==> config.mk <==
export PLATFORM = sky130hd
export DESIGN_NAME = if_id_stage
export DESIGN_NICKNAME = d
export VERILOG_FILES = /design/src/rtl/if_id_stage.sv
export SDC_FILE = /design/constraint.sdc
export NUM_CORES = 1
export LEC_CHECK = 0
export ABC_AREA = 1
export BUFFER_PORTS_ARGS = -buffer_cell sky130_fd_sc_hd__buf_2
export CAP_MARGIN = 20
export CORE_MARGIN = 2
export CORE_UTILIZATION = 39
export DETAILED_ROUTE_END_ITERATION = 16
export PLACE_DENSITY_LB_ADDON = 0.15
export SLEW_MARGIN = 20
export SYNTH_ARGS = -nofsm -noshare
export SYNTH_HDL_FRONTEND = slang
export SYNTH_SLANG_ARGS = --single-unit
==> constraint.sdc <==
create_clock -name clk -period 1.2 [get_ports clk]
set_input_delay 0.12 -clock clk [delete_from_list [all_inputs] [get_ports clk]]
set_output_delay 0.12 -clock clk [all_outputs]
set_load 0.02 [all_outputs]
==> src/rtl/if_id_stage.sv <==
// IF/ID pipeline register with instruction field decode in front of the register.
// Define IF_ID_ILLEGAL_EN to flag unsupported opcodes on id_illegal.
module if_id_stage #(
    parameter int unsigned PC_W      = 32,
    parameter logic [31:0] NOP_INSTR = 32'h0000_0000
) (
    input  logic            clk,
    input  logic            rst_n,
    input  logic            if_valid,
    input  logic [31:0]     if_instr,
    input  logic [PC_W-1:0] if_pc,
    output logic            if_ready,
    input  logic            id_stall,
    input  logic            id_flush,
    output logic            id_valid,
    output logic [PC_W-1:0] id_pc,
    output logic [31:0]     id_instr,
    output logic [5:0]      id_opcode,
    output logic [4:0]      id_rs,
    output logic [4:0]      id_rt,
    output logic [4:0]      id_rd,
    output logic [4:0]      id_shamt,
    output logic [5:0]      id_funct,
    output logic [15:0]     id_imm16,
    output logic            id_sign_ext,
    output logic [4:0]      id_dest,
    output logic            id_reg_write,
    output logic            id_illegal
);

    typedef enum logic [5:0] {
        OP_SPECIAL = 6'h00,
        OP_J       = 6'h02,
        OP_JAL     = 6'h03,
        OP_BEQ     = 6'h04,
        OP_BNE     = 6'h05,
        OP_ADDI    = 6'h08,
        OP_ADDIU   = 6'h09,
        OP_SLTI    = 6'h0A,
        OP_SLTIU   = 6'h0B,
        OP_ANDI    = 6'h0C,
        OP_ORI     = 6'h0D,
        OP_XORI    = 6'h0E,
        OP_LUI     = 6'h0F,
        OP_LB      = 6'h20,
        OP_LH      = 6'h21,
        OP_LW      = 6'h23,
        OP_LBU     = 6'h24,
        OP_LHU     = 6'h25,
        OP_SB      = 6'h28,
        OP_SH      = 6'h29,
        OP_SW      = 6'h2B
    } opcode_e;

    typedef enum logic [1:0] {
        ACT_BUBBLE,
        ACT_LOAD,
        ACT_HOLD,
        ACT_FLUSH
    } action_e;

    typedef struct packed {
        logic            valid;
        logic [PC_W-1:0] pc;
        logic [31:0]     instr;
        logic [5:0]      opcode;
        logic [4:0]      rs;
        logic [4:0]      rt;
        logic [4:0]      rd;
        logic [4:0]      shamt;
        logic [5:0]      funct;
        logic [15:0]     imm16;
        logic            sign_ext;
        logic [4:0]      dest;
        logic            reg_write;
        logic            illegal;
    } stage_t;

    localparam logic [5:0] FUNCT_JR = 6'h08;

    stage_t  stage_q;
    stage_t  load_d;
    stage_t  clear_d;
    action_e action;

    logic       dec_supported;
    logic       dec_sign_ext;
    logic [4:0] dec_dest;
    logic       dec_writes;

    assign if_ready = ~id_flush & (~stage_q.valid | ~id_stall);

    always_comb begin
        if (id_flush) begin
            action = ACT_FLUSH;
        end else if (stage_q.valid && id_stall) begin
            action = ACT_HOLD;
        end else if (if_valid && if_ready) begin
            action = ACT_LOAD;
        end else begin
            action = ACT_BUBBLE;
        end
    end

    always_comb begin
        dec_supported = 1'b1;
        dec_sign_ext  = 1'b0;
        dec_dest      = '0;
        dec_writes    = 1'b0;
        case (if_instr[31:26])
            OP_SPECIAL: begin
                dec_dest   = if_instr[15:11];
                dec_writes = (if_instr[5:0] != FUNCT_JR);
            end
            OP_JAL: begin
                dec_dest   = 5'd31;
                dec_writes = 1'b1;
            end
            OP_J: ;
            OP_BEQ, OP_BNE: begin
                dec_sign_ext = 1'b1;
            end
            OP_ADDI, OP_ADDIU, OP_SLTI, OP_SLTIU: begin
                dec_sign_ext = 1'b1;
                dec_dest     = if_instr[20:16];
                dec_writes   = 1'b1;
            end
            OP_ANDI, OP_ORI, OP_XORI, OP_LUI: begin
                dec_dest   = if_instr[20:16];
                dec_writes = 1'b1;
            end
            OP_LB, OP_LH, OP_LW, OP_LBU, OP_LHU: begin
                dec_sign_ext = 1'b1;
                dec_dest     = if_instr[20:16];
                dec_writes   = 1'b1;
            end
            OP_SB, OP_SH, OP_SW: begin
                dec_sign_ext = 1'b1;
            end
            default: begin
                dec_supported = 1'b0;
            end
        endcase
    end

    always_comb begin
        load_d           = '0;
        load_d.valid     = 1'b1;
        load_d.pc        = if_pc;
        load_d.instr     = if_instr;
        load_d.opcode    = if_instr[31:26];
        load_d.rs        = if_instr[25:21];
        load_d.rt        = if_instr[20:16];
        load_d.rd        = if_instr[15:11];
        load_d.shamt     = if_instr[10:6];
        load_d.funct     = if_instr[5:0];
        load_d.imm16     = if_instr[15:0];
        load_d.sign_ext  = dec_sign_ext;
        load_d.dest      = dec_dest;
        // $0 is never a real destination, so writes to it are suppressed here
        load_d.reg_write = dec_writes & dec_supported & (dec_dest != 5'd0);
`ifdef IF_ID_ILLEGAL_EN
        load_d.illegal   = ~dec_supported;
`else
        load_d.illegal   = 1'b0;
`endif
    end

    always_comb begin
        clear_d       = '0;
        clear_d.instr = NOP_INSTR;
    end

    always_ff @(posedge clk) begin
        if (!rst_n) begin
            stage_q <= clear_d;
        end else begin
            case (action)
                ACT_LOAD:   stage_q <= load_d;
                ACT_HOLD:   stage_q <= stage_q;
                default:    stage_q <= clear_d;
            endcase
        end
    end

    assign id_valid     = stage_q.valid;
    assign id_pc        = stage_q.pc;
    assign id_instr     = stage_q.instr;
    assign id_opcode    = stage_q.opcode;
    assign id_rs        = stage_q.rs;
    assign id_rt        = stage_q.rt;
    assign id_rd        = stage_q.rd;
    assign id_shamt     = stage_q.shamt;
    assign id_funct     = stage_q.funct;
    assign id_imm16     = stage_q.imm16;
    assign id_sign_ext  = stage_q.sign_ext;
    assign id_dest      = stage_q.dest;
    assign id_reg_write = stage_q.reg_write;
    assign id_illegal   = stage_q.illegal;

endmodule

Word-level counts from Yosys, hierarchy flattened --
Cells that the tools add are included.
Storage, ports and cells: flip-flop bits (word level) 121, output and inout port bits 122, logic and storage cells 60
Cells by class: eq/ne operators 23, muxes and demuxes 8, bitwise logic cells 7, reductions and logical operators 8
Operators by type and width (count):
- $pmux 121 s2 | 1
- $eq 6x4->1 const B | 8
- $eq 6x6->1 const B | 8
- $reduce_or 14->1 | 2
- $reduce_or 21->1 | 1
- $pmux 5 s3 | 1
- $reduce_or 13->1 | 1
- $eq 6x2->1 const B | 2
- $eq 6x3->1 const B | 2
- $logic_not 6->1 | 1
- $ne 6x4->1 const B | 1
- $reduce_bool 5->1 | 1
- $mux 2 | 2
- $and 1x1->1 | 3
- $mux 1 | 3
- $not 1->1 | 3
- $eq 2x1->1 const B | 1
- $eq 2x2->1 const B | 1
- $logic_and 1x1->1 | 2
- $pmux 1 s2 | 1
- $or 1x1->1 | 1

Longest topological paths before layout --
Gate-level depths: netlist of run 1.
word-level depth 9, depth in mapped cells 11

Worst setup path after synthesis of run 1 --
OpenSTA, ideal clock, no wires.
path type flip-flop to flip-flop, start register stage_q (netlist bit id_valid), end register stage_q (netlist bit id_sign_ext), arrival time 1.417 ns, setup slack -0.288 ns, cell stages (with the launch flop) 7, path buffers 1, clock period less this slack 1.488 ns, cells stage by stage dfxtp_1 -> a21oi_1 -> nand2_1 -> inv_2 -> buf_2 -> o21ai_1 -> a21oi_1
On the way: longest elaborated chain between the ends 9, elaborated cells between the ends (all ways) 11
Ends and longest elaborated chain:
- from (decl) | RTL line 81 | stage_t stage_q;
- from (signal assigned) | RTL line 176 | stage_q <= clear_d;
- from (signal assigned) | RTL line 179 | ACT_LOAD: stage_q <= load_d;
- from (signal assigned) | RTL line 180 | ACT_HOLD: stage_q <= stage_q;
- $not 1->1 * | RTL line 91 | assign if_ready = ~id_flush & (~stage_q.valid | ~id_stall);
- $or 1x1->1 * | RTL line 91
- $and 1x1->1 * | RTL line 91
- via if_ready | RTL line 12 | output logic if_ready,
- $logic_and 1x1->1 * | RTL line 98 | end else if (if_valid && if_ready) begin
- $mux 1 * | RTL line 98
- $mux 2 * | RTL line 96 | end else if (stage_q.valid && id_stall) begin
- $mux 2 * | RTL line 94 | if (id_flush) begin
- $eq 2x2->1 or $eq 2x1->1 (tied branches) | RTL line 178 | case (action)
- $pmux 121 s2 | RTL line 178
Mark *: on every way through the listed nets, which the timed path passes. The rest lies on a longest branch. The select of a mux whose other input is x is not followed. A chain may end at the register's enable or synchronous reset.

Final worst setup path of run 1 --
start register stage_q (netlist bit id_valid), end register stage_q (netlist bit id_instr[14])
On the way: longest elaborated chain between the ends 9, elaborated cells between the ends (all ways) 11
Ends and longest elaborated chain (RTL line):
- $not 1->1 | 91
- $or 1x1->1 | 91
- $and 1x1->1 | 91
- $logic_and 1x1->1 | 98
- $mux 1 | 98
- $mux 2 * | 96
- $mux 2 * | 94
- $eq 2x2->1 or $eq 2x1->1 (tied branches) | 178
- $pmux 121 s2 | 178
Every way passes the cells marked *; elsewhere a longest branch is shown, timed or not. The select of a mux whose other input is x is not followed.

==> results of run 1 <==
-- worst max-delay path, stage by stage (launching register included) --
cell       delay, ns
dfxtp_2         0.37
nand2_2         0.07
nor2_4          0.12
buf_12          0.15
clkbuf_16       0.17
nand2_1         0.05
a21oi_1         0.13
-- registers in the layout (all words and copies together), names as in the netlist --
name	cells
id_valid	1
id_instr	32
id_reg_write	1
id_pc	32
id_dest	5
id_sign_ext	1
-- stage by stage --
stage	setup TNS, ns	cell area (sq um)	utilization [%]	std cells
detailed placement	-0.0380	3920	50.7	653
floorplan	0	3140	-	421
finish	0	4350	56.3	680
global route	-0.00531	4350	56.3	680
CTS	0	4200	54.4	674
global placement	0	3920	50.7	653
-- area by class of cell --
| type | count | area, sq um | area share, % |
|---|---|---|---|
| Sequential cell | 72 | 1440 | 33.1 |
| Multi-Input combinational cell | 266 | 1200 | 27.7 |
| Clock buffer | 12 | 165 | 3.79 |
| Tap cell | 102 | 128 | 2.93 |
| Inverter | 13 | 53.8 | 1.24 |
| Timing Repair Buffer | 211 | 1280 | 29.5 |
| Clock inverter | 4 | 73.8 | 1.70 |
-- metal layers --
| metal | up-vias | part of all wire, % |
|---|---|---|
| met5 | - | 0 |
| met4 | 0 | 1.5 |
| met3 | 9 | 8.5 |
| met2 | 127 | 49 |
| met1 | 1413 | 41 |
| li1 | 1592 | - |
-- cell usage after synthesis, drive strengths merged --
cell type,count
nand2,159
a21oi,76
dfxtp,72
buf,56
nor2,15
clkbuf,14
inv,13
nand3,8
nand4,2
o21ai,2
a211oi,1
a2bb2oi,1
conb,1
o211ai,1
-- cells by family after synthesis --
kind of cell,after synthesis
AOI/OAI and AO/OA,81
and+or+nand+nor,184
DFF,72
buffers and inverters,83
other,1
-- power breakdown --
part	internal, mW	switching (mW)
Combinational	0.290	0.433
Sequential	2.45	0.0405
Clock	1.35	0.927
-- final timing paths --
kind | from | endpoint | slack, ns | cells after the start
setup / recovery | id_valid | id_instr[14] | 0.06 | 6
hold / removal | if_pc[22] | id_pc[22] | 0.01 | 3
setup reg to reg | id_valid | id_instr[14] | 0.06 | 6
hold reg to reg | id_sign_ext | id_sign_ext | 0.46 | 2
-- timing repair --
| item | 4_1_cts | 5_1_grt |
|---|---|---|
| setup endpoints to repair | 0 | 68 |
| buffers inserted | 0 | 2 |
| hold buffers | 5 | 0 |
| hold endpoints to repair | 5 | 0 |
| gates resized for setup | 0 | 7 |
==> key figures, run 1 <==
Floorplan
  • Die area: just under 0.009 sq mm
  • Chip width: 93.5 microns
  • Core ar.: just under 0.008 sq mm
  • Starting Density: 40.4%
  • # rows: 32
  • IO Count: 191
  • Die Height: between 90 and 100 microns

Pwr
  • Peak supply drop: 659 uV
  • Total power draw: 5.49 mW
  • Leak: 2.19 nW
  • Pwr dens: 1260 mW/mm^2

Drt
  • Wire per inst: around 13 microns
  • DR pass1 iterations: 4
  • Mean number of vias per cell: 4.62
  • 1st-iter DRT viols: 74
  • Routed Antenna Nets: 0
  • Via count: about 3100
  • Total wire length: between 8000 and 9000 microns
  • Drt drc: 0

Logic synthesis
  • Seq cells post-synth: 72
  • Area share of the leading cell type in the synthesized netlist: 46.2%
  • Xor/xnor cell area share of the yosys netlist: 0%
  • Syn Nets: 490
  • Compound-gate portion of the synthesized area: ~14%
  • Post-Syn Instances: 421
  • Yosys warning total: 0
  • Synth cell types: 23
  • Post-Synth Adder-Cell Area: 0%
  • Simple-gate share of the synthesized area: 24.0%
  • Combinational family with the most area after synthesis: simple AND/OR/NAND/NOR gates
  • Synth area leaders: dfxtp_1 (46%), nand2_1 (19%), a21oi_1 (12%)
  • Post-synth design cell area: 0.00312 sq mm
  • Post-synthesis mux area share: 0%
  • Top cell type by total area after synthesis: dfxtp_1
  • Syn_area_per_cell: 7.42 sq um
  • Sequential element share of the synthesized area: between 40% and 50%

STA
  • RSZ-0062 raised after global routing: yes
  • Minimum clock period: ~1.1 ns
  • Endpoints failing hold: 0
  • Max Slew Vio Count: 0
  • Final worst setup slack: 0.0597 ns
  • Period utilization: a little over nine tenths
  • Clock skew: 0.00544 ns
  • Final setup viols: 0
  • Max Fclk: just under 900 MHz
  • Worst hold slack: between 0.01 and 0.015 ns

Final layout
  • Area delta synth->final: 39.4%
  • Final net count: 642
  • Share of layout cells above drive strength 1: 42.2%
  • Most frequent cells in the layout: buf_2 (189), nand2_1 (155), a21oi_1 (71), dfxtp_1 (71), clkbuf_8 (12)
  • Most common cell after layout, fill and taps aside: buf_2
  • # diodes: 0
  • Fillers: 788

Global routing
  • First-pass GRT wire length: ~13000 microns
  • Met1 Usage GRT: 21.4%
  • GRT Util Overall: between 10% and 20%
  • Most Used Layer, Global Route: met2
  • Largest net degree at the start of global routing: 48
  • Total gr overflow: 0
  • Initial antenna violation count: 0
  • Number of global-route vias before repair: between 2000 and 3000
  • Grt met2 use: roughly 34%
  • Met3 Use GR: ~4.5%

Critical path
  • CP Capture Type: flop
  • Crit Path Category: reg2reg
  • CP Data Required Time: 1.48 ns
  • Critical Path Source Type: flop
  • Worst-path maximum fanout: 13
  • Worst Path Arrival: 1.42 ns

Clock tree
  • Root buf cell: clkbuf_8
  • CTS clk-pin slew, worst paths: 0.08 ns
  • Clock Path Buffers: 2
  • Max H-tree Level: 3
  • CTS buffer count: 9
  • Latest clock arrival within the worst-skew pair: ~0.34 ns
  • TritonCTS clock tree: yes
  • Num Clock Sinks: 72

Place
  • PortBufs: roughly 190
  • DP HPWL: 6120 microns
  • Worst slack, placed: -0.0380 ns
  • Gp weighted congestion: between 0.7 and 0.8

Hold path
  • Min-delay worst type: in2reg

Status
  • Status: complete, no violations

Flow run
  • Max Cap Violations: 0
Note: power is estimated with default switching activity, not from simulation.
==> run 2, diff against run 1 <==
--- a/config.mk
+++ b/config.mk
@@ -9,7 +9,7 @@
 export BUFFER_PORTS_ARGS = -buffer_cell sky130_fd_sc_hd__buf_2
 export CAP_MARGIN = 20
 export CORE_MARGIN = 2
-export CORE_UTILIZATION = 39
+export CORE_UTILIZATION = 40
 export DETAILED_ROUTE_END_ITERATION = 16
 export PLACE_DENSITY_LB_ADDON = 0.15
 export SLEW_MARGIN = 20
==> constraint.sdc (replaced) <==
create_clock -name clk -period 1.3 [get_ports clk]
set_input_delay 0.13 -clock clk [delete_from_list [all_inputs] [get_ports clk]]
set_output_delay 0.13 -clock clk [all_outputs]
set_load 0.02 [all_outputs]
==> run 2 against run 1 <==
  * Register-to-register slack better by 0.09 ns
  * Combinational power down 15%
  * Total power shrank 19%
  * Sequential power decreased by 8%
  * Critical path depth is the same
  * Worst setup slack better by 0.086 ns
  * First-iteration DRC count down 16%
  * Clock skew up 0.0027 ns
  * Clock power fell by 32%
  * Largest power group unchanged
==> key figures, run 2 (synthesis gave the netlist of run 1 again) <==
Status
  • Status: complete, no violations

Clock tree
  • TritonCTS clock tree: yes
  • Post-CTS setup buffer count: 0
  • Clock Path Buffers: 2
  • Num Clock Sinks: 72
  • CTS buffer count: 9
  • CTS clk-pin slew, worst paths: ~0.080 ns
  • Root buf cell: clkbuf_8
  • Max H-tree Level: 3
  • Latest clock arrival within the worst-skew pair: about 0.34 ns

STA
  • Max Slew Vio Count: 0
  • Worst hold slack: about 0.022 ns
  • Minimum clock period: around 1.2 ns
  • Period utilization: 88.8%
  • Final setup viols: 0
  • Final worst setup slack: 0.145 ns
  • Max Fclk: 866 MHz
  • Endpoints failing hold: 0
  • RSZ-0062 raised after global routing: no
  • Clock skew: 0.00809 ns

Pwr
  • Leak: just over 2 nW
  • Total power draw: ~4.5 mW
  • Peak supply drop: around 820 uV
  • Pwr dens: roughly 1100 mW/mm^2

Critical path
  • Slowest stage delay, CP: 0.33 ns
  • CP Capture Type: flop
  • Critical Path Source Type: flop
  • Crit Path Category: reg2reg
  • Worst Path Arrival: between 1 and 1.5 ns
  • CP Data Required Time: 1.57 ns
  • Most used cell along the critical path: nand2_1
  • CP delay by family, top: flip-flops
  • Critical path's slowest cell: dfxtp_1
  • Critical-path cell list: a21oi_2 -> nand2_1 -> inv_4 -> buf_12 -> nand2_1 -> a21oi_1
  • Worst-path maximum fanout: 24
  • Buffers & Inverters on Critical Path: 2

Drt
  • 1st-iter DRT viols: 62
  • DR pass1 iterations: 4
  • Mean number of vias per cell: roughly 4.5
  • Via count: 3022
  • Routed Antenna Nets: 0
  • Drt drc: 0
  • Total wire length: slightly below 8000 microns
  • Wire per inst: 11.8 microns

Global routing
  • Initial antenna violation count: 0
  • GRT Util Overall: 17.9%
  • Total gr overflow: 0
  • Largest net degree at the start of global routing: 39
  • Number of global-route vias before repair: 2690
  • First-pass GRT wire length: approximately 12000 microns

Floorplan
  • Core ar.: 0.00765 sq mm
  • Die Height: 92.3 microns
  • Chip width: 92.3 microns
  • # rows: 32
  • IO Count: about 190
  • Die area: between 0.008 and 0.009 sq mm
  • Starting Density: around two fifths

Place
  • PortBufs: 189
  • Worst slack, placed: -0.0137 ns
  • Placed Instances: 650
  • DP HPWL: 5840 microns
  • Gp weighted congestion: 0.793

Flow run
  • Max Cap Violations: 0

Final layout
  • Most common cell after layout, fill and taps aside: buf_2
  • Fillers: 796
  • Area taken by multi-input logic gates: roughly 0.0012 sq mm
  • Most frequent cells in the layout: buf_2 (189), nand2_1 (157), a21oi_1 (73)
  • Register area: 0.00144 sq mm
  • Area delta synth->final: 30.1%
  • # diodes: 0
  • Final net count: 628
  • Share of layout cells above drive strength 1: 40.8%
  • Fin cells: 666

Hold path
  • Min-delay worst type: in2reg
## run 2: changes by cell type in the layout (fill, tap and decap cells not counted), moves of 2 or more
cell	change
nand2_1	+2
buf_4	-4
bufinv_16	-2
a21oi_1	+2
nand2_2	-2
clkbuf_8	-3
dlygate4sd3_1	-5
clkbuf_16	-4
clkinv_2	+3
clkinv_4	+2
## run 2: power by group
part | internal (mW) | switching (mW)
registers | 2.26 | 0.0357
clock network | 0.692 | 0.854
logic | 0.232 | 0.382
total | 3.19 | 1.27
## run 2: layout make-up
class,count,area share (%)
inverter,13,1.26
tap,102,3.14
clock buffer,9,3.05
sequential,72,35.5
clock inverter,7,1.14
timing repair buffer,197,26.7
multi-input combinational,266,29.2
## run 2: repair_timing
action | in CTS | in global routing
endpoints found under the setup margin | 0 | 8
gates resized for setup | 0 | 2
hold buffers | 0 | 0
hold endpoints to repair | 0 | 0
## run 2: final timing paths
kind,startpoint,to,slack (ns),cells after the start
worst max-delay path,id_valid,id_instr[15],0.15,6
worst min-delay path,rst_n,id_valid,0.02,3
worst max register to register,id_valid,id_instr[15],0.15,6
worst min register to register,id_pc[0],id_pc[0],0.46,2
## run 2: routing by layer
layer	part of all wire (%)	GRT usage, %	vias to the layer above
met5	0	0	-
met4	1.8	7.96	0
met3	7.5	4.56	12
met2	49	31.3	114
met1	42	20.6	1336
li1	-	-	1560
## run 2: per-stage QoR
step	setup TNS, ns	instance area, sq um	util [%]
final	0	4060	53.1
after global routing	0	4060	53.1
after detailed placement	-0.0137	3880	50.8
after global placement	0	3880	50.8
after CTS	0	4050	53.0
after floorplan	-1.03	3130	-
## run 2: worst register-to-register path, delay by kind of cell, from the launching register on
family / cells / cell delay [ns]
flops: 1 / 0.33
buf+inv: 2 / 0.30
compound gates: 2 / 0.25
simple gates: 2 / 0.20
==> run 3, diff against run 2 <==
--- a/config.mk
+++ b/config.mk
@@ -10,6 +10,7 @@
 export CAP_MARGIN = 20
 export CORE_MARGIN = 2
 export CORE_UTILIZATION = 40
+export CTS_BUF_LIST = sky130_fd_sc_hd__clkbuf_16
 export DETAILED_ROUTE_END_ITERATION = 16
 export PLACE_DENSITY_LB_ADDON = 0.15
 export SLEW_MARGIN = 20
==> run 3 against run 2 <==
  * Die area unchanged
  * Clock power is 42% higher
  * Clock skew is 0.0024 ns lower
  * Critical path depth is 1 lower
  * Sequential cell count unchanged
  * Via count is the same
  * Design area increased by 2.4%
  * Combinational power about the same
  * Global-route usage rose by 0.069 points
  * Fmax down 1.4%
  * Cell count unchanged
==> key figures, run 3 (synthesis gave the netlist of run 1 again) <==
Status
  • Status: complete, no violations

Global routing
  • GRT Util Overall: roughly 18%
  • Total gr overflow: 0
  • Largest net degree at the start of global routing: 39
  • Number of global-route vias before repair: 2707
  • First-pass GRT wire length: 12400 microns
  • Initial antenna violation count: 0

Hold path
  • WHS Endpoint: id_valid
  • Hold path cells: 3
  • Hold_sp: rst_n
  • Min-delay worst type: in2reg

Pwr
  • Peak supply drop: 585 uV
  • Total power draw: 5.12 mW
  • Leak: 2.11 nW
  • Pwr dens: 1230 mW/mm^2

Clock tree
  • Num Clock Sinks: between 70 and 80
  • Post-cts resize count: 0
  • Cts hold-fix bufs: 0
  • TritonCTS clock tree: yes
  • Root buf cell: clkbuf_16
  • CTS clk-pin slew, worst paths: 0.06 ns
  • Post-CTS setup buffer count: 0
  • CTS buffer count: 9
  • Latest clock arrival within the worst-skew pair: 0.32 ns
  • Clock Path Buffers: 2
  • Max H-tree Level: 3

Drt
  • Routed Antenna Nets: 0
  • Drt drc: 0
  • Total wire length: 7850 microns
  • Mean number of vias per cell: 4.54
  • 1st-iter DRT viols: 61
  • Wire per inst: 11.8 microns
  • DR pass1 iterations: 4
  • Via count: roughly 3000

Flow run
  • Max Cap Violations: 0

Final layout
  • Most common cell after layout, fill and taps aside: buf_2
  • Share of layout cells above drive strength 1: 40.8%
  • Final net count: 628
  • Area delta synth->final: 33.2%
  • Most frequent cells in the layout: buf_2 (189), nand2_1 (157), a21oi_1 (73)
  • Fillers: 782
  • # diodes: 0

STA
  • Max Fclk: between 800 and 900 MHz
  • Minimum clock period: 1.17 ns
  • RSZ-0062 raised after global routing: no
  • Endpoints failing hold: 0
  • Clock skew: about 0.0057 ns
  • Period utilization: 90.1%
  • Max Slew Vio Count: 0
  • Final setup viols: 0
  • Worst hold slack: about 0.044 ns
  • Final worst setup slack: 0.129 ns

Place
  • DP HPWL: 5840 microns
  • Gp weighted congestion: 0.793
  • PortBufs: 189
  • Worst slack, placed: -0.0137 ns

Critical path
  • R2R cell count: 5
  • CP Capture Type: flop
  • Flop2flop setup slack: 0.13 ns
  • Worst r2r dst: id_instr[8]
  • Worst Path Arrival: between 1 and 1.5 ns
  • Worst-path maximum fanout: 19
  • CP Data Required Time: 1.55 ns
  • Worst r2r src: id_valid
  • Crit Path Category: reg2reg
  • Critical Path Source Type: flop

Floorplan
  • # rows: 32
  • Starting Density: 40.8%
  • Core ar.: ~0.0076 sq mm
  • Die Height: 92.3 microns
  • Die area: around 0.0085 sq mm
  • IO Count: between 150 and 200
  • Chip width: just over 90 microns
run 3: cell count changes in the layout (fill, tap and decap cells not counted):
| cell | before | now |
|---|---|---|
| clkbuf_16 | 0 | 9 |
| clkbuf_8 | 9 | 0 |
| buf_4 | 1 | 2 |
| buf_6 | 1 | 0 |
run 3: how the worst max path moves through the flow:
stage | from | endpoint | slack (ns) | depth (start not counted)
final | id_valid | id_instr[8] | 0.13 | 5
after global routing | id_valid | id_instr[13] | 0.002 | 5
after CTS | id_valid | id_dest[0] | 0.11 | 6
after detailed placement | if_instr[31] | id_reg_write | -0.01 | 10
after global placement | if_instr[31] | id_reg_write | 0.02 | 10
after floorplan | id_valid | id_sign_ext | -0.03 | 6
run 3: worst max-delay path, cell delays in order, from the launching register on:
cell     delay, ns
dfxtp_1       0.36
nand2_1       0.10
nor2_4        0.17
buf_4         0.25
nand2_1       0.07
a21oi_1       0.14
run 3: final cells by class:
class / instances / area, sq um / area share [%]
clock buffer: 9 / 225 / 5.42
clock inverter: 7 / 46.3 / 1.11
inverter: 13 / 51.3 / 1.23
multi-input combinational: 266 / 1180 / 28.5
sequential: 72 / 1440 / 34.7
tap: 102 / 128 / 3.07
timing repair buffer: 197 / 1080 / 26.0
run 3: report_power, final:
| group | leakage (nW) | internal (mW) | switching [mW] |
|---|---|---|---|
| registers | 0.585 | 2.27 | 0.0358 |
| clock network | 0.139 | 1.29 | 0.911 |
| logic | 1.39 | 0.232 | 0.383 |
| total | 2.11 | 3.79 | 1.33 |
run 3: per-layer routing:
metal	routed length (microns)	vias to the layer above	GRT usage, %
met4	121	0	7.46
met2	3830	114	31.5
li1	-	1562	-
met5	0	-	0
met3	593	12	4.56
met1	3310	1334	20.8
run 3: through the flow:
step | area (sq um) | setup TNS (ns) | instances | utilization [%]
2_1_floorplan | 3130 | -1.03 | 421 | -
3_3_place_gp | 3880 | 0 | 650 | 50.8
3_5_place_dp | 3880 | -0.0137 | 650 | 50.8
4_1_cts | 4160 | 0 | 666 | 54.3
5_1_grt | 4160 | 0 | 666 | 54.4
6_report | 4160 | 0 | 666 | 54.4
